--- src/rtl/uart_tx_frame.sv ---
// Configurable UART transmitter: 5..MAX_DW data bits, optional parity, 1/2 stop bits,
// line break and a 16x oversampling prescaler. One character per valid/ready accept.
module uart_tx_frame #(
  parameter int MAX_DW = 9,
  parameter int DIV_W  = 16
) (
  input  logic              clk,
  input  logic              rst,
  input  logic              cfg_txen,
  input  logic [DIV_W-1:0]  cfg_div,
  input  logic [3:0]        cfg_dbits,
  input  logic              cfg_par_en,
  input  logic              cfg_par_odd,
  input  logic              cfg_nstop,
  input  logic              cfg_break,
  input  logic              tx_valid,
  input  logic [MAX_DW-1:0] tx_data,
  output logic              tx_ready,
  output logic              tx_busy,
  output logic              tx_done,
  output logic              uart_txd
);

  typedef enum logic [2:0] {
    ST_IDLE,
    ST_START,
    ST_DATA,
    ST_PARITY,
    ST_STOP,
    ST_BREAK
  } state_t;

  state_t              state_reg;
  logic [MAX_DW-1:0]   data_reg;
  logic [3:0]          dbits_reg;
  logic                par_en_reg;
  logic                par_bit_reg;
  logic                nstop_reg;
  logic                brk_reg;
  logic [DIV_W-1:0]    presc_reg;
  logic [3:0]          tick_cnt_reg;
  logic [3:0]          bit_cnt_reg;
  logic                stop_cnt_reg;
  logic                txd_reg;
  logic                busy_reg;

  logic [3:0]          dbits_clamped;
  logic [MAX_DW-1:0]   data_mask;
  logic                par_next;
  logic                tick;
  logic                bit_end;
  logic                accept;
  logic                last_data;
  logic                last_stop;

  always_comb begin
    dbits_clamped = cfg_dbits;
    if (cfg_dbits < 4'd5)
      dbits_clamped = 4'd5;
    else if (cfg_dbits > 4'(MAX_DW))
      dbits_clamped = 4'(MAX_DW);
  end

  // Parity covers only the data bits that will actually be sent.
  genvar gi;
  generate
    for (gi = 0; gi < MAX_DW; gi = gi + 1) begin : g_mask
      assign data_mask[gi] = (4'(gi) < dbits_clamped);
    end
  endgenerate

  assign par_next  = (^(tx_data & data_mask)) ^ cfg_par_odd;

  // >= keeps the prescaler from running away if cfg_div shrinks mid-count.
  assign tick      = (presc_reg >= cfg_div);
  assign bit_end   = tick && (tick_cnt_reg == 4'd15);
  assign last_data = (bit_cnt_reg == (dbits_reg - 4'd1));
  assign last_stop = (stop_cnt_reg == nstop_reg);

  assign tx_ready  = (state_reg == ST_IDLE) & cfg_txen & ~cfg_break & ~rst;
  assign accept    = tx_valid & tx_ready;
  assign tx_done   = (state_reg == ST_STOP) & bit_end & last_stop & ~brk_reg & ~rst;
  assign tx_busy   = busy_reg;
  assign uart_txd  = txd_reg;

  always_ff @(posedge clk) begin
    if (rst) begin
      state_reg    <= ST_IDLE;
      data_reg     <= '0;
      dbits_reg    <= 4'd0;
      par_en_reg   <= 1'b0;
      par_bit_reg  <= 1'b0;
      nstop_reg    <= 1'b0;
      brk_reg      <= 1'b0;
      presc_reg    <= '0;
      tick_cnt_reg <= 4'd0;
      bit_cnt_reg  <= 4'd0;
      stop_cnt_reg <= 1'b0;
      txd_reg      <= 1'b1;
      busy_reg     <= 1'b0;
    end else begin
      if (state_reg != ST_IDLE) begin
        if (tick) begin
          presc_reg    <= '0;
          tick_cnt_reg <= tick_cnt_reg + 4'd1;
        end else begin
          presc_reg    <= presc_reg + DIV_W'(1);
        end
      end

      case (state_reg)
        ST_IDLE: begin
          if (cfg_break) begin
            state_reg    <= ST_BREAK;
            txd_reg      <= 1'b0;
            busy_reg     <= 1'b1;
            brk_reg      <= 1'b1;
            presc_reg    <= '0;
            tick_cnt_reg <= 4'd0;
          end else if (accept) begin
            state_reg    <= ST_START;
            data_reg     <= tx_data & data_mask;
            dbits_reg    <= dbits_clamped;
            par_en_reg   <= cfg_par_en;
            par_bit_reg  <= par_next;
            nstop_reg    <= cfg_nstop;
            brk_reg      <= 1'b0;
            presc_reg    <= '0;
            tick_cnt_reg <= 4'd0;
            bit_cnt_reg  <= 4'd0;
            stop_cnt_reg <= 1'b0;
            txd_reg      <= 1'b0;
            busy_reg     <= 1'b1;
          end
        end

        ST_START: begin
          if (bit_end) begin
            state_reg   <= ST_DATA;
            txd_reg     <= data_reg[0];
            bit_cnt_reg <= 4'd0;
          end
        end

        ST_DATA: begin
          if (bit_end) begin
            if (last_data) begin
              if (par_en_reg) begin
                state_reg <= ST_PARITY;
                txd_reg   <= par_bit_reg;
              end else begin
                state_reg    <= ST_STOP;
                txd_reg      <= 1'b1;
                stop_cnt_reg <= 1'b0;
              end
            end else begin
              data_reg    <= data_reg >> 1;
              txd_reg     <= data_reg[1];
              bit_cnt_reg <= bit_cnt_reg + 4'd1;
            end
          end
        end

        ST_PARITY: begin
          if (bit_end) begin
            state_reg    <= ST_STOP;
            txd_reg      <= 1'b1;
            stop_cnt_reg <= 1'b0;
          end
        end

        ST_STOP: begin
          if (bit_end) begin
            if (last_stop) begin
              state_reg <= ST_IDLE;
              busy_reg  <= 1'b0;
              brk_reg   <= 1'b0;
            end else begin
              stop_cnt_reg <= 1'b1;
            end
          end
        end

        ST_BREAK: begin
          // Release only on a bit boundary, then one mark bit before idle.
          if (bit_end && !cfg_break) begin
            state_reg    <= ST_STOP;
            txd_reg      <= 1'b1;
            nstop_reg    <= 1'b0;
            stop_cnt_reg <= 1'b0;
          end
        end

        default: begin
          state_reg <= ST_IDLE;
          txd_reg   <= 1'b1;
          busy_reg  <= 1'b0;
        end
      endcase
    end
  end

endmodule

--- config.mk ---
export PLATFORM = sky130hd
export DESIGN_NAME = uart_tx_frame
export DESIGN_NICKNAME = d
export VERILOG_FILES = /design/src/rtl/uart_tx_frame.sv
export SDC_FILE = /design/constraint.sdc
export NUM_CORES = 1
export LEC_CHECK = 0
export CAP_MARGIN = 0
export CORE_UTILIZATION = 48
export DETAILED_ROUTE_END_ITERATION = 8
export DONT_BUFFER_PORTS = 1
export SLEW_MARGIN = 0
export SYNTH_ARGS = -nofsm -noshare
export SYNTH_HDL_FRONTEND = slang
export SYNTH_SLANG_ARGS = --single-unit
--- constraint.sdc ---
create_clock -name clk -period 6.3 [get_ports clk]
set_clock_uncertainty 0.15 [all_clocks]
set_input_delay 1.26 -clock clk [delete_from_list [all_inputs] [get_ports clk]]
set_output_delay 1.26 -clock clk [all_outputs]
set_load 0.01 [all_outputs]
Word-level counts from Yosys, hierarchy flattened

Cells that the tools add are included.

Logic and storage cells: 148
Output and inout bits: 4
Bits in registers: 47

Order comparisons: 12
Reductions and logical operators: 21
Eq/ne operators: 21
Add/sub/neg operators: 4
Mux-type cells: 62
Bitwise logic cells: 15

Operators by type and width:

| operator              | count |
|---|---|
| $mux 16               | 5 |
| $mux 4                | 12 |
| $mux 9                | 4 |
| $mux 3                | 10 |
| $ne 2x2->1 const B    | 12 |
| $mux 1                | 23 |
| $pmux 3 s6            | 1 |
| $pmux 9 s2            | 1 |
| $add 16x1->16 const B | 1 |
| $ge 16x16->1          | 1 |
| $lt 3x4->1 const A    | 4 |
| $pmux 4 s3            | 1 |
| $reduce_and 4->1      | 3 |
| $reduce_and 6->1      | 2 |
| $reduce_and 10->1     | 1 |
| $and 9x9->9           | 1 |
| $reduce_xor 9->1      | 1 |
| $add 4x1->4 const B   | 2 |
| $and 1x1->1           | 8 |
| $lt 1x4->1 const A    | 2 |
| $lt 2x4->1 const A    | 2 |
| $reduce_and 8->1      | 1 |
| $eq 3x2->1 const B    | 2 |
| $eq 3x3->1 const B    | 2 |
| other kinds (24)      | 33 |

Logic depth before layout (Yosys ltp)

Depth after elaboration: 8
Mapped depth: 11
Depth with buffers taken out: 9

Least setup slack after synthesis

No wires, ideal clock.

Path kind: input -> output
Start point: input port cfg_div[15]
End point: output port tx_done
Buffers on the path: 1
Arrival: 3135 ps
Setup slack: 1755 ps
Stages: 9
Cell sequence: inv_1 > ha_1 > nand4_1 > a211oi_1 > nor2_1 > a211oi_1 > buf_2 > nand3_1 > nor4_1

Longest elaborated chain between the ends: 6

RTL lines:

| item                      | line | RTL |
|---|---|---|
| from (decl)               | 10   | `input logic [DIV_W-1:0] cfg_div,` |
| $ge 16x16->1              | 75   | `assign tick = (presc_reg >= cfg_div);` |
| $logic_and 1x1->1         | 76   | `assign bit_end = tick && (tick_cnt_reg == 4'd15);` |
| $and 1x1->1 (4 in series) | 82   | `assign tx_done = (state_reg == ST_STOP) & bit_end & last_stop & ~brk_reg & ~rst;` |
| to (decl)                 | 20   | `output logic tx_done,` |

No other way between the ends.

Worst setup path after layout

Start point: input port cfg_div[13]
End point: output port tx_done

The elaborated chain is that of the path after synthesis.

==> run summary <==
final worst slack: 1.78 ns
Max-Cap Viols: 0
Routed WL: 5660 um
sequential area share after synthesis: 0.322
Hold-fix buffers, CTS: 0
CP arrival: 3.11 ns
I/O pin count: 41
pin count of the biggest net entering global routing: 34
Lkg Pwr: 1.18 nW
Worst Setup End Kind: primary output
CP Launch Type: primary input
max_slew headroom: 0.454
most frequent cells in the layout: 57 x nor2_1, 47 x dfxtp_1, 27 x nand2_1, 26 x a21oi_1, 25 x inv_1
Placer Congestion: 0.764
Tot GR Track Use: 0.194
#FFs+latches synth: 47
post-cts sizing count: 0
die area: 0.00641 sq mm
Vias/cell: 5.48
number of nets in the layout: 416
Syn-to-layout area delta: 3.55%
CP max FO: 14
WL/cell: 13.0 um
Synthesis Warnings: 0
Mapped Cells: 367
GRT met3 Usage: 0.0455
Post-synth ARST share: 0
smallest hold slack: 0.317 ns
Bufs on Longest Clock Path: 2
Final ANT Viol Nets: 0
die height: 80.1 um
measured slew at the worst slew-check pin: 0.814 ns
worst-skew pair later-pin latency: 0.30 ns
Crit Path Class: primary input to primary output
clk root buf: clkbuf_8
# DRC: 0
1st-pass router iterations: 4
Worst VDD drop: 0.000112 V
unrepaired setup endpoints after global routing: false
status: complete, no violations
Layout fillers: 582
GR Util met1: 0.227
share of cells above drive strength 1: 0.0500
cell chain of the critical path: inv_1, ha_1, a21oi_1, o21ai_0, nor3_1, a211oi_1, buf_4, nand3_1, nor4_1
post-route minimum period: 4.52 ns
vias in the first global route: 2,172
DP HPWL: 4200 um
P per Cell Area: 240 mW/mm^2
busiest layer in global routing: met2
worst slack, placed: 1.82 ns
Vias: 2,384
Worst Hold Class: register to register
CP peak stage delay: 0.47 ns
clk sinks: 47
Post-Syn Nets: 424
global-route met2 utilization: 0.346
Slew Limit Fails: 0
Antenna Cells: 0
Die Width: 80.1 um
period utilization: 0.717
post-CTS setup buffers: 0
Synth cell types: 46
critical path's slowest cell: nor4_1
area of the mapped netlist: 0.00292 sq mm
CP bufs+invs: 2
# rows: 28
I/O Buffers: 0
first-pass GRT wire length: 9630 um
largest delay contributor family on the critical path: simple AND/OR/NAND/NOR gates
Total Neg Setup Slack: 0 ns
commonest non-fill, non-tap cell in the layout: nor2_1
Achievable Freq: 0.221 GHz
Largest register FFs: 16
Worst-path clk slew: 0.08 ns
Core Area: 0.00589 sq mm
Syn Area/Cell: 7.97 sq um
Detailed Route Iter0 Violations: 69
CTS tree: done
grt total ovfl: 0
CTS H-Tree Depth: 2
Post-synth top flop: dfxtp_1
EDFF count, synth: 0
# setup viols final: 0
Starting Density: 0.497
initial antenna violation count: 0
cts bufs inserted: 5
WP data required: 4.89 ns
Hold Fails Final Rpt: 0
[area by class of cell]
class	instances	area [sq um]	area share
clock buffer	7	76.3	0.0252
clock inverter	1	5.00	0.00165
inverter	25	93.8	0.0310
multi-input combinational	278	1800	0.595
tap	75	93.8	0.0310
timing repair buffer	2	15.0	0.00496
sequential	47	941	0.311
[power by group]
group          total (mW)  switching, mW  internal [mW]
clock               0.175         0.0969         0.0780
combinational       0.194          0.113         0.0814
sequential          0.358         0.0402          0.318
[routing by layer]
metal  share of wire  up-vias
met4           0.015        0
li1                -     1257
met1            0.46     1079
met2            0.48       43
met5               0        -
met3           0.041        5
[worst paths after layout]
kind / from / end / slack (ns) / cells after the start
max: cfg_div[13] / tx_done / 1.78 / 9
min reg2reg: dbits_reg[3] / dbits_reg[3] / 0.32 / 2
max reg2reg: state_reg[2] / state_reg[2] / 3.09 / 7
min: dbits_reg[3] / dbits_reg[3] / 0.32 / 2
[cell families after synthesis]
group / after synthesis / synth area share
multiplexers: 11 / 0.0381
adder cells (fa/ha/maj): 20 / 0.0856
flip-flops: 47 / 0.322
XOR/XNOR: 33 / 0.0988
AND/OR/NAND/NOR: 133 / 0.216
AO/OA/AOI/OAI: 81 / 0.178
buffers and inverters: 42 / 0.0616
[cell usage after synthesis, types with 9 or more instances]
| master | count | share of area |
|---|---|---|
| a21oi_1 | 26 | 0.044 |
| a211oi_1 | 16 | 0.041 |
| o21ai_0 | 18 | 0.031 |
| ha_1 | 20 | 0.086 |
| clkbuf_1 | 9 | 0.012 |
| xor2_1 | 17 | 0.051 |
| inv_1 | 25 | 0.032 |
| dfxtp_1 | 47 | 0.32 |
| xnor2_1 | 16 | 0.048 |
| mux2i_1 | 10 | 0.034 |
| nand2_1 | 27 | 0.035 |
| nor2_1 | 57 | 0.073 |
| nand3_1 | 10 | 0.017 |
[stage by stage]
step	total power, mW	std cells	area [sq um]	util
floorplan	0.541	367	2920	-
global placement	0.556	427	2950	0.501
detailed placement	0.559	427	2950	0.501
CTS	0.738	435	3030	0.514
global route	0.783	435	3030	0.514
finish	0.727	435	3030	0.514
[worst min-delay path, stage by stage (launching register included)]
cell and delay, ns:
dfxtp_1 0.32, nand2_1 0.06, a21oi_1 0.05
Power figures use the tool's default switching activity.
